File: src/rtl/axi_wr_pkg.sv
// Shared types and constants for the AXI burst write master.
// State encoding, AXI response codes and a width helper.
package axi_wr_pkg;

  typedef enum logic [2:0] {
    S_IDLE,
    S_CALC,
    S_AW,
    S_W,
    S_WAIT_B,
    S_DONE
  } state_t;

  localparam logic [1:0] OKAY   = 2'b00;
  localparam logic [1:0] EXOKAY = 2'b01;
  localparam logic [1:0] SLVERR = 2'b10;
  localparam logic [1:0] DECERR = 2'b11;

  localparam logic [1:0] AWBURST_INCR = 2'b01;

  function automatic int clog2(input int v);
    int r;
    r = 0;
    while ((1 << r) < v) r++;
    return r;
  endfunction

endpackage

File: src/rtl/axi_bresp_tracker.sv
// Outstanding write-response counter with bready and sticky error.
// Counts bursts whose last beat went out and whose BRESP is pending.
module axi_bresp_tracker
  import axi_wr_pkg::*;
#(
  parameter int MAX_OUTST = 4
) (
  input  logic       clk,
  input  logic       rst_n,
  input  logic       inc,
  input  logic       err_clr,
  input  logic       bvalid,
  input  logic [1:0] bresp,
  output logic       bready,
  output logic       full,
  output logic       empty,
  output logic       last_ack,
  output logic       err
);

  localparam int CW = clog2(MAX_OUTST + 1);

  logic [CW-1:0] cnt_q;
  logic          dec;

  assign bready   = (cnt_q != '0);
  assign dec      = bvalid & bready;
  assign full     = (cnt_q == CW'(MAX_OUTST));
  assign empty    = (cnt_q == '0);
  assign last_ack = dec & ~inc & (cnt_q == CW'(1));

  // Outstanding count; simultaneous inc and dec cancel out.
  always_ff @(posedge clk or negedge rst_n) begin
    if (!rst_n) begin
      cnt_q <= '0;
    end else if (inc && !dec) begin
      cnt_q <= cnt_q + CW'(1);
    end else if (dec && !inc) begin
      cnt_q <= cnt_q - CW'(1);
    end
  end

  // Sticky error: set by an error response, cleared on a new request.
  always_ff @(posedge clk or negedge rst_n) begin
    if (!rst_n) begin
      err <= 1'b0;
    end else if (dec && (bresp == SLVERR || bresp == DECERR)) begin
      err <= 1'b1;
    end else if (err_clr) begin
      err <= 1'b0;
    end
  end

endmodule

File: src/rtl/axi_burst_wr_master.sv
// AXI4 write master: splits a request into INCR bursts that stay
// inside a boundary line, streams data and tracks write responses.
module axi_burst_wr_master
  import axi_wr_pkg::*;
#(
  parameter int ADDR_WIDTH = 26,
  parameter int DATA_WIDTH = 32,
  parameter int LEN_WIDTH  = 16,
  parameter int MAX_BURST  = 16,
  parameter int MAX_OUTST  = 4,
  parameter int BOUNDARY   = 4096
) (
  input  logic                    clk,
  input  logic                    rst_n,
  input  logic                    wr_trig,
  input  logic [ADDR_WIDTH-1:0]   wr_addr,
  input  logic [LEN_WIDTH-1:0]    wr_len,
  input  logic [DATA_WIDTH-1:0]   wr_data,
  input  logic                    wr_data_valid,
  output logic                    wr_data_ready,
  output logic                    wr_ready,
  output logic                    wr_done,
  output logic                    wr_err,
  output logic                    axi_awvalid,
  input  logic                    axi_awready,
  output logic [ADDR_WIDTH-1:0]   axi_awaddr,
  output logic [7:0]              axi_awlen,
  output logic [2:0]              axi_awsize,
  output logic [1:0]              axi_awburst,
  output logic                    axi_wvalid,
  input  logic                    axi_wready,
  output logic [DATA_WIDTH-1:0]   axi_wdata,
  output logic [DATA_WIDTH/8-1:0] axi_wstrb,
  output logic                    axi_wlast,
  input  logic                    axi_bvalid,
  output logic                    axi_bready,
  input  logic [1:0]              axi_bresp
);

  localparam int BYTES = DATA_WIDTH / 8;
  localparam int OFF   = clog2(BYTES);
  localparam logic [ADDR_WIDTH-1:0] AMASK =
    {ADDR_WIDTH{1'b1}} << OFF;

  state_t                state_q, state_d;
  logic [ADDR_WIDTH-1:0] addr_q;
  logic [LEN_WIDTH-1:0]  rem_q;
  logic [8:0]            beats_q;
  logic [8:0]            cnt_q;
  logic [31:0]           line_off;
  logic [31:0]           line_left;
  logic [31:0]           calc;
  logic                  accept;
  logic                  w_hs;
  logic                  is_last;
  logic                  last_hs;
  logic                  more;
  logic                  full;
  logic                  empty;
  logic                  last_ack;

  assign axi_awsize  = 3'(OFF);
  assign axi_awburst = AWBURST_INCR;
  assign axi_wdata   = wr_data;
  assign axi_wstrb   = '1;

  assign accept  = wr_trig & (wr_len != '0);
  assign w_hs    = (state_q == S_W) & wr_data_valid & axi_wready;
  assign is_last = (cnt_q == beats_q - 9'd1);
  assign last_hs = w_hs & is_last;
  assign more    = (rem_q != LEN_WIDTH'(beats_q));

  // Burst size: min of remaining, max burst and room left in the line.
  always_comb begin
    line_off  = 32'(addr_q) & 32'(BOUNDARY - 1);
    line_left = (32'(BOUNDARY) - line_off) >> OFF;
    calc      = 32'(rem_q);
    if (calc > 32'(MAX_BURST)) calc = 32'(MAX_BURST);
    if (calc > line_left) calc = line_left;
  end

  // State register.
  always_ff @(posedge clk or negedge rst_n) begin
    if (!rst_n) state_q <= S_IDLE;
    else        state_q <= state_d;
  end

  // Next state and handshake outputs.
  always_comb begin
    state_d       = state_q;
    wr_ready      = 1'b0;
    wr_done       = 1'b0;
    axi_awvalid   = 1'b0;
    axi_wvalid    = 1'b0;
    wr_data_ready = 1'b0;
    axi_wlast     = 1'b0;
    unique case (state_q)
      S_IDLE: begin
        wr_ready = 1'b1;
        if (accept) state_d = S_CALC;
      end
      S_CALC: begin
        if (!full) state_d = S_AW;
      end
      S_AW: begin
        axi_awvalid = 1'b1;
        if (axi_awready) state_d = S_W;
      end
      S_W: begin
        axi_wvalid    = wr_data_valid;
        wr_data_ready = axi_wready;
        axi_wlast     = is_last;
        if (last_hs) state_d = more ? S_CALC : S_WAIT_B;
      end
      S_WAIT_B: begin
        if (empty || last_ack) state_d = S_DONE;
      end
      S_DONE: begin
        wr_done = 1'b1;
        state_d = S_IDLE;
      end
      default: state_d = S_IDLE;
    endcase
  end

  // Address, remaining beats, burst size and beat counter.
  always_ff @(posedge clk or negedge rst_n) begin
    if (!rst_n) begin
      addr_q     <= '0;
      rem_q      <= '0;
      beats_q    <= '0;
      cnt_q      <= '0;
      axi_awaddr <= '0;
      axi_awlen  <= '0;
    end else begin
      if (state_q == S_IDLE && accept) begin
        addr_q <= wr_addr & AMASK;
        rem_q  <= wr_len;
      end
      if (state_q == S_CALC) begin
        beats_q    <= 9'(calc);
        axi_awaddr <= addr_q;
        axi_awlen  <= 8'(calc - 32'd1);
        cnt_q      <= '0;
      end
      if (w_hs) cnt_q <= cnt_q + 9'd1;
      if (last_hs) begin
        rem_q  <= rem_q - LEN_WIDTH'(beats_q);
        addr_q <= addr_q + (ADDR_WIDTH'(beats_q) << OFF);
      end
    end
  end

  axi_bresp_tracker #(
    .MAX_OUTST (MAX_OUTST)
  ) u_bresp (
    .clk      (clk),
    .rst_n    (rst_n),
    .inc      (last_hs),
    .err_clr  ((state_q == S_IDLE) && accept),
    .bvalid   (axi_bvalid),
    .bresp    (axi_bresp),
    .bready   (axi_bready),
    .full     (full),
    .empty    (empty),
    .last_ack (last_ack),
    .err      (wr_err)
  );

endmodule

File: config.mk
export PLATFORM = sky130hd
export DESIGN_NAME = axi_burst_wr_master
export DESIGN_NICKNAME = d
export VERILOG_FILES = /design/src/rtl/axi_wr_pkg.sv /design/src/rtl/axi_bresp_tracker.sv /design/src/rtl/axi_burst_wr_master.sv
export SDC_FILE = /design/constraint.sdc
export NUM_CORES = 1
export LEC_CHECK = 0
export CAP_MARGIN = 20
export CORE_ASPECT_RATIO = 1.25
export CORE_UTILIZATION = 50
export DETAILED_ROUTE_END_ITERATION = 12
export PLACE_DENSITY_LB_ADDON = 0.08
export SLEW_MARGIN = 25
export SYNTH_ARGS = -nofsm -noshare
export SYNTH_HDL_FRONTEND = slang
export SYNTH_SLANG_ARGS = --single-unit
File: constraint.sdc
create_clock -name clk -period 5.19 [get_ports clk]
set_input_delay 1.038 -clock clk [delete_from_list [all_inputs] [get_ports clk]]
set_output_delay 1.038 -clock clk [all_outputs]
set_load 0.01 [all_outputs]
==> flow_summary.toml, run 1 <==
[status]
status = "finished, final reports clean"

[synthesis]
synth_area_um2 = 6780
ys.flop_type = "dfrtp_1"
synth.largest_area_cell = "dfrtp_1"
synth_area_per_cell_um2 = 8.44
synthTopCellsByArea = "dfrtp_1, nand2_1, ha_1"
synth_cell_type_count = 64
ys_warn_count = 0
synth_cells = 803
yosysSeqAreaShare_pct = 35.8
yosysTopAreaCellShare_pct = 35.8
ys_seq_elements = 97
synth_edf_count = 0
synthArstFlopShare_pct = 100

[sta]
relSlewSlack_pct = 36.3
period_needed_ns = 4.37
slew_viol_final = 0
rsz0062_at_grt = "false"
tightest_slew_ns = 0.953
finalSetupViolations = 0
fmax_mhz = 229
worst_slack_ns = 0.818
timing.final.crit_share_pct = 84.2
hold_viol = 0
finalClockSkew_ns = 0.0125
setup_tns_ns = 0

[global_routing]
grt_max_degree = 67
grt_overflow = 0
grt_pass1_wl_um = 30200
track_usage_pct = 27.6
grt_pass1_vias = 5873
antenna_found_initial = 0

[worst_setup_path]
crit_path_end_kind = "primary output"
cp.arrival_ns = 3.33
critical_path_class = "register to primary output"
timing.rr.start = "rem_q[12]"
startpoint = "beats_q[1]"
ff2ff_path_depth = 14
crit_required_ns = 4.15
cp_max_fo = 6
worst_setup_path_start_kind = "register"

[detailed_routing]
wl_per_cell_um = 18.0
firstDrtPassIters = 5
drt-vias-per-instance = 5.78
drcViolationCount = 0
dr_total_vias = 5903
drt_iter0_drc = 288
antenna_left = 0
wl_um = 18400

[pwr]
ir_drop_uv = 291
power_per_cell_area_nw_per_um2 = 580
leakage_nw = 3.43

[layout]
diodes = 0
seq_area_um2 = 2430
final_layout_size_suffix_gt1_share_pct = 4.71
nets = 969
multi_input_comb_area_um2 = 3830
synthToLayoutAreaGrowth_pct = 15.8
nFillCells = 1235
final_util_pct = 59.3

[clock_tree]
cts.sinks = 97
clk_latency_ns = 0.36
cts_root_buffer = "clkbuf_16"
cts_buffer_depth = 2
cts_resized = 0
htree_levels = 3
cts_tree = "yes"
post_cts_buffers = 0
path_clk_slew_ns = 0.06
hold_buffers = 0
cts_buffers = 9

[placed_design]
dp_hpwl_um = 13300
port_buffers = 87
routabilityCongestion = 0.862
post-place-ws_ns = 1.01

[die]
die_h_um = 132
die_w_um = 106
ios = 166
die-area_um2 = 14000
start_util_pct = 51.2
placementRows = 47
core-area_um2 = 13200

[min_path]
min_path_type = "register to register"
min_from = "axi_awaddr[4]"
holdPathStages = 2

[flow_run]
cap_violations = 0
worst max-delay path: stages, from the launching register on:
cell and delay [ns]:
dfrtp_1 0.47, inv_1 0.17, ha_1 0.26, nor2b_2 0.20, or3_1 0.36, a311o_1 0.36, a221o_1 0.37, nor4_1 0.20
clkdlybuf4s50_1 0.58
synthesized netlist by cell type (3+ instances only):
cell type,count
a211oi_1,13
a21o_1,15
a21oi_1,36
a22oi_1,3
a311oi_1,6
a31oi_1,3
and2_1,12
and3_1,11
buf_2,3
buf_4,43
clkbuf_1,32
dfrtp_1,97
ha_1,39
inv_1,34
mux2_2,4
mux2i_1,13
nand2_1,133
nand2b_1,7
nand3_1,21
nand4_1,10
nor2_1,49
nor2b_1,8
nor3_1,22
nor3b_1,3
nor4_1,10
o211ai_1,10
o21a_1,14
o21ai_0,37
o22ai_1,5
o31ai_1,14
or3_1,10
or4_1,7
xnor2_1,21
xor2_1,15
metal layers:
| layer | GRT usage (%) | wire [um] |
|---|---|---|
| met5 | 0 | 0 |
| met4 | 12.0 | 566 |
| met1 | 34.2 | 7920 |
| met3 | 3.95 | 811 |
| met2 | 47.3 | 9070 |
cells by family (layout without fill, tap and decap cells):
| family | Yosys count | count (layout) | share of synthesized area (%) |
|---|---|---|---|
| and+or+nand+nor | 315 | 315 | 22.3 |
| adders and majority gates | 41 | 41 | 7.79 |
| buffers and inverters | 113 | 145 | 8.80 |
| xor gates and xnor gates | 36 | 36 | 4.65 |
| AOI/OAI and AO/OA | 182 | 182 | 17.9 |
| other | 2 | 17 | 0.111 |
| DFF | 97 | 97 | 35.8 |
| muxes | 17 | 17 | 2.58 |
cell type report:
type / instances / area share [%]
multi-input cells: 608 / 48.8
flip-flops and latches: 97 / 30.9
repair buffers: 95 / 11.8
clock buffers: 10 / 2.92
well taps: 171 / 2.73
inverters: 34 / 1.63
clock inverters: 6 / 1.18
cells in the final DEF (no fill, tap or decap), types with 11 or more instances in the layout:
cell | synthesis | final
a211oi_1 | 13 | 13
a21o_1 | 15 | 15
a21oi_1 | 36 | 36
and2_1 | 12 | 12
and3_1 | 11 | 11
clkdlybuf4s50_1 | 0 | 86
conb_1 | 2 | 17
dfrtp_1 | 97 | 97
ha_1 | 39 | 39
inv_1 | 34 | 34
mux2i_1 | 13 | 13
nand2_1 | 133 | 133
nand3_1 | 21 | 21
nor2_1 | 49 | 48
nor3_1 | 22 | 21
o21a_1 | 14 | 14
o21ai_0 | 37 | 37
o31ai_1 | 14 | 14
xnor2_1 | 21 | 21
xor2_1 | 15 | 15
power by group:
| group | internal, mW | leakage [nW] | switching, mW | total [mW] |
|---|---|---|---|---|
| Sequential | 1.05 | 1.19 | 0.384 | 1.43 |
| Combinational | 1.12 | 2.10 | 1.27 | 2.39 |
| Clock | 0.424 | 0.149 | 0.309 | 0.733 |
| Total | 2.59 | 3.43 | 1.96 | 4.55 |
state kept, by name, summed over array words and instances (netlist names):
signal / count
axi_awlen: 8
u_bresp.cnt_q: 3
axi_awaddr: 24
state_q: 3
beats_q: 9
rem_q: 16
addr_q: 24
cnt_q: 9
u_bresp.err: 1
per-stage QoR:
step	cell area, um^2	total power, mW	instances	hold WS, ns
6_report	7850	4.55	1021	0.476
5_1_grt	7850	4.93	1021	0.494
4_1_cts	7850	4.56	1021	0.480
3_5_place_dp	7530	3.81	1005	0.462
2_1_floorplan	6840	3.04	818	0.454
3_3_place_gp	7520	3.71	1005	0.460
final timing paths:
kind / slack [ns] / end
worst max-delay path: 0.82 / axi_wlast
worst min-delay path: 0.48 / axi_awaddr[4]
worst max register to register: 0.91 / axi_awlen[6]
worst min register to register: 0.48 / axi_awaddr[4]
max in group asynchronous: 3.41 / cnt_q[2]
min in group asynchronous: 0.77 / axi_awlen[3]
(Power assumes the default switching activity.)
==> inputs of run 2 (changes only) <==
--- a/config.mk
+++ b/config.mk
@@ -7,7 +7,7 @@
 export LEC_CHECK = 0
 export CAP_MARGIN = 20
 export CORE_ASPECT_RATIO = 1.25
-export CORE_UTILIZATION = 50
+export CORE_UTILIZATION = 46
 export DETAILED_ROUTE_END_ITERATION = 12
 export PLACE_DENSITY_LB_ADDON = 0.08
 export SLEW_MARGIN = 25
==> constraint.sdc (replaced) <==
create_clock -name clk -period 3.7 [get_ports clk]
set_input_delay 0.74 -clock clk [delete_from_list [all_inputs] [get_ports clk]]
set_output_delay 0.74 -clock clk [all_outputs]
set_load 0.01 [all_outputs]
==> flow_summary.toml, run 2 (synthesis results as in run 1) <==
[sta]
worst_slack_ns = 0.115
rsz0062_at_grt = "false"
relSlewSlack_pct = 44.3
fmax_mhz = 279
setup_tns_ns = 0
tightest_slew_ns = 0.830
hold_viol = 0
finalSetupViolations = 0
slew_viol_final = 0
finalClockSkew_ns = 0.00879
period_needed_ns = 3.59
holdWs_ns = 0.383
timing.final.crit_share_pct = 96.9

[clock_tree]
cts.sinks = 97
path_clk_slew_ns = 0.07
cts_buffers = 9
hold_buffers = 0
post_cts_buffers = 0
htree_levels = 3
cts_buffer_depth = 2
clk_latency_ns = 0.36
cts_root_buffer = "clkbuf_16"
cts_tree = "yes"

[global_routing]
grt_max_degree = 98
grt_overflow = 0
track_usage_pct = 25.2
grt_pass1_vias = 5947
antenna_found_initial = 0
grt_pass1_wl_um = 29900

[detailed_routing]
wl_met1_um = 8000
dr_wl_met3_um = 786
drt-vias-per-instance = 5.67
drcViolationCount = 0
wl_per_cell_um = 17.6
topRoutingLayerUsed = "met4"
routed-wl-met2_um = 9530
dr_total_vias = 6108
wl_um = 19000
drt_iter0_drc = 253
antenna_left = 0
firstDrtPassIters = 4

[die]
die_h_um = 138
ios = 166
core-area_um2 = 14400
placementRows = 49
start_util_pct = 47.1
die_w_um = 111
die-area_um2 = 15200

[pwr]
finalPower_mw = 6.75
power_per_cell_area_nw_per_um2 = 816
leakage_nw = 3.69
ir_drop_uv = 539

[layout]
synthToLayoutAreaGrowth_pct = 21.9
diodes = 0
stdcell_count = 1077
final_util_pct = 57.4
nets = 1018
reg_top3 = "addr_q x24, axi_awaddr x24, rem_q x16"
final_area_um2 = 8270
final_common_cell = "nand2_1"
final_layout_size_suffix_gt1_share_pct = 10.8
mostFrequentLayoutCells = "nand2_1, dfrtp_1, clkdlybuf4s50_1"

[worst_setup_path]
crit_buf_inv = 2
cp_max_fo = 5
cp.arrival_ns = 3.87
critical-path-top-delay-family = "compound AO/OA/AOI/OAI gates"
crit_chain = "or4_1 > buf_4 > a211oi_1 > buf_4 > and2_1 > ha_1 > o21ai_1 > a21oi_1 > o41ai_2 > a21o_1 > mux2_2 > ha_2 > a311oi_1 > a21oi_1 > a21oi_1"
critical-path-slowest-cell = "or4_1"
critical_path_class = "register to register"
crit_required_ns = 3.99
startpoint = "rem_q[6]"
cpMostUsedCell = "a21oi_1"
timing.rr.start = "rem_q[6]"
crit_path_end_kind = "register"
critPathMaxStageDelay_ns = 0.58
worst_setup_path_start_kind = "register"
worst-r2r-setup-slack_ns = 0.11

[min_path]
min_path_type = "primary input to async pin"

[flow_run]
cap_violations = 0

[status]
status = "finished, final reports clean"

[placed_design]
port_buffers = 87
routabilityCongestion = 0.950
dp_hpwl_um = 14200
dpl-instance-area_um2 = 7910
post-place-ws_ns = -0.137
placed_cells = 1061
## run 2: power breakdown
group | leakage [nW] | internal (mW) | total, mW | switching [mW]
Combinational | 2.35 | 1.85 | 3.87 | 2.02
Sequential | 1.19 | 1.47 | 1.88 | 0.402
Clock | 0.153 | 0.565 | 1.00 | 0.438
## run 2: worst paths after layout
path	to	cells after the start
hold reg to reg	axi_awlen[3]	2
min in group clk	axi_awlen[3]	2
max in group asynchronous	axi_awaddr[2]	2
setup reg to reg	axi_awlen[6]	15
hold / removal	beats_q[4]	2
setup / recovery	axi_awlen[6]	15
## run 2: timing repair
item                                    in CTS  in global routing
endpoints found under the hold margin        0                  0
pin swaps                                    2                  3
gates cloned                                 0                  0
endpoints found under the setup margin       4                  4
resized for setup                            5                  7
## run 2: worst reg2reg max path: stages (launching register included)
cell      delay, ns
dfrtp_1        0.40
or4_1          0.58
buf_4          0.16
a211oi_1       0.17
buf_4          0.16
and2_1         0.16
ha_1           0.25
o21ai_1        0.15
a21oi_1        0.07
o41ai_2        0.20
a21o_1         0.21
mux2_2         0.37
ha_2           0.21
a311oi_1       0.22
a21oi_1        0.07
a21oi_1        0.14
## run 2: per-layer routing
metal,vias to the layer above,track usage [%]
li1,2969,-
met1,2939,29.2
met2,170,44.7
met3,30,4.44
met4,0,13.4
met5,-,0
## run 2: area by class of cell
cell class,instances,area (um^2)
sequential,97,2430
inverter,34,128
clock buffer,11,253
tap,178,223
clock inverter,5,60.1
multi-input combinational,608,3870
fill,1332,6140
timing repair buffer,144,1310
==> inputs of run 3 (changes only) <==
--- a/config.mk
+++ b/config.mk
@@ -5,10 +5,13 @@
 export SDC_FILE = /design/constraint.sdc
 export NUM_CORES = 1
 export LEC_CHECK = 0
+export ABC_CLOCK_PERIOD_IN_PS = 3700
 export CAP_MARGIN = 20
 export CORE_ASPECT_RATIO = 1.25
 export CORE_UTILIZATION = 46
+export CTS_CLUSTER_SIZE = 24
 export DETAILED_ROUTE_END_ITERATION = 12
+export GPL_ROUTABILITY_DRIVEN = 0
 export PLACE_DENSITY_LB_ADDON = 0.08
 export SLEW_MARGIN = 25
 export SYNTH_ARGS = -nofsm -noshare
==> flow_summary.toml, run 3 (synthesis results as in run 1) <==
[detailed_routing]
drcViolationCount = 0
wl_um = 19000
drt_iter0_drc = 323
dr_total_vias = 6110
wl_per_cell_um = 17.6
antenna_left = 0
drt-vias-per-instance = 5.68
firstDrtPassIters = 5

[pwr]
ir_drop_uv = 470
leakage_nw = 3.68
power_per_cell_area_nw_per_um2 = 814

[layout]
mostFrequentLayoutCells = "nand2_1, dfrtp_1, clkdlybuf4s50_1"
nets = 1017
final_area_um2 = 8260
final_common_cell = "nand2_1"
stdcell_count = 1076
final_layout_size_suffix_gt1_share_pct = 10.7
diodes = 0
reg_top3 = "addr_q x24, axi_awaddr x24, rem_q x16"
synthToLayoutAreaGrowth_pct = 21.8

[sta]
timing.final.crit_share_pct = 96.2
slew_viol_final = 0
period_needed_ns = 3.56
finalSetupViolations = 0
finalClockSkew_ns = 0.00594
tightest_slew_ns = 0.865
fmax_mhz = 281
rsz0062_at_grt = "true"
relSlewSlack_pct = 42.0
hold_viol = 0

[worst_setup_path]
cp.arrival_ns = 3.85
ff2ff_path_depth = 13
worst_setup_path_start_kind = "register"
r2r-end = "axi_awlen[6]"
crit_path_end_kind = "register"
crit_required_ns = 3.99
startpoint = "rem_q[6]"
critical_path_class = "register to register"
endpoint = "axi_awlen[6]"
timing.rr.start = "rem_q[6]"
worst-r2r-setup-slack_ns = 0.14
cp_max_fo = 6

[clock_tree]
path_clk_slew_ns = 0.07
cts_tree = "yes"
clk_latency_ns = 0.36
cts_buffer_depth = 2
cts.sinks = 97
cts_buffers = 9
cts_root_buffer = "clkbuf_16"
htree_levels = 3

[global_routing]
busiest_layer = "met2"
grt_pass1_wl_um = 30500
grtUsageMet3_pct = 3.26
grt_max_degree = 63
track_usage_pct = 25.5
grtUsageMet1_pct = 29.8
grt_pass1_vias = 6056
grt_overflow = 0
grtUsageMet2_pct = 45.6
antenna_found_initial = 0

[die]
ios = 166
die-area_um2 = 15200
die_h_um = 138
start_util_pct = 47.1
core-area_um2 = 14400
die_w_um = 111
placementRows = 49

[placed_design]
placed_cells = 1058
port_buffers = 87
dpl-instance-area_um2 = 7890
dp_hpwl_um = 14200

[flow_run]
cap_violations = 0

[status]
status = "finished, final reports clean"

[min_path]
min_path_type = "register to register"
run 3: cell types whose count changed in the layout (fill, tap and decap cells not counted), sizes merged:
cell	before	now
buf	58	57
clkinv	1	2
clkinvlp	1	2
clkbuf	11	10
inv	36	35
run 3: per-layer routing:
metal | part of all wire (%) | wire (um)
met3 | 4.4 | 841
met5 | 0 | 0
met4 | 3.9 | 745
met1 | 41 | 7830
met2 | 50 | 9530
run 3: critical path: stages, from the launching register on:
cell	delay [ns]
dfrtp_1	0.37
or4_1	0.56
or4b_4	0.60
nor2_2	0.14
ha_1	0.26
nand2b_1	0.09
a21oi_1	0.07
o41ai_2	0.19
a21o_1	0.20
mux2_2	0.37
ha_2	0.22
a311oi_2	0.21
a21oi_1	0.06
a21oi_1	0.14
run 3: worst min-delay path by stage:
stage	depth (start not counted)	from	slack, ns	endpoint
floorplan	0	rst_n	0.44	addr_q[10]
global placement	2	axi_awlen[7]	0.46	axi_awlen[7]
detailed placement	2	axi_awaddr[20]	0.46	axi_awaddr[20]
CTS	2	axi_awaddr[14]	0.48	axi_awaddr[14]
global route	2	axi_awaddr[14]	0.49	axi_awaddr[14]
finish	2	axi_awaddr[14]	0.48	axi_awaddr[14]
run 3: cell type report:
type / count / area, um^2
flip-flops and latches: 97 / 2430
repair buffers: 143 / 1300
inverters: 34 / 128
well taps: 178 / 223
fillers: 1307 / 6150
multi-input cells: 608 / 3880
clock buffers: 10 / 229
clock inverters: 6 / 67.6
run 3: report_power, final:
group | switching, mW | internal [mW]
Clock | 0.432 | 0.527
Sequential | 0.404 | 1.47
Combinational | 2.04 | 1.84
run 3: stage by stage:
step	hold WS (ns)	setup TNS (ns)	worst slack (ns)	power, mW	util (%)
3_3_place_gp	0.460	-0.0370	-0.0370	5.53	54.7
6_report	0.479	0	0.140	6.72	57.3
5_1_grt	0.490	-0.0281	-0.0281	7.24	57.3
3_5_place_dp	0.461	-0.124	-0.124	5.65	54.7
2_1_floorplan	0.444	0	0.133	4.27	-
4_1_cts	0.484	0	0.0108	6.65	56.9
run 3: repair_timing:
| action | 4_1_cts | 5_1_grt |
|---|---|---|
| resized for setup | 4 | 10 |
| buffers inserted | 1 | 1 |
| pin swaps | 2 | 2 |
| setup endpoints to repair | 2 | 5 |
| endpoints found under the hold margin | 0 | 0 |
| hold buffers | 0 | 0 |
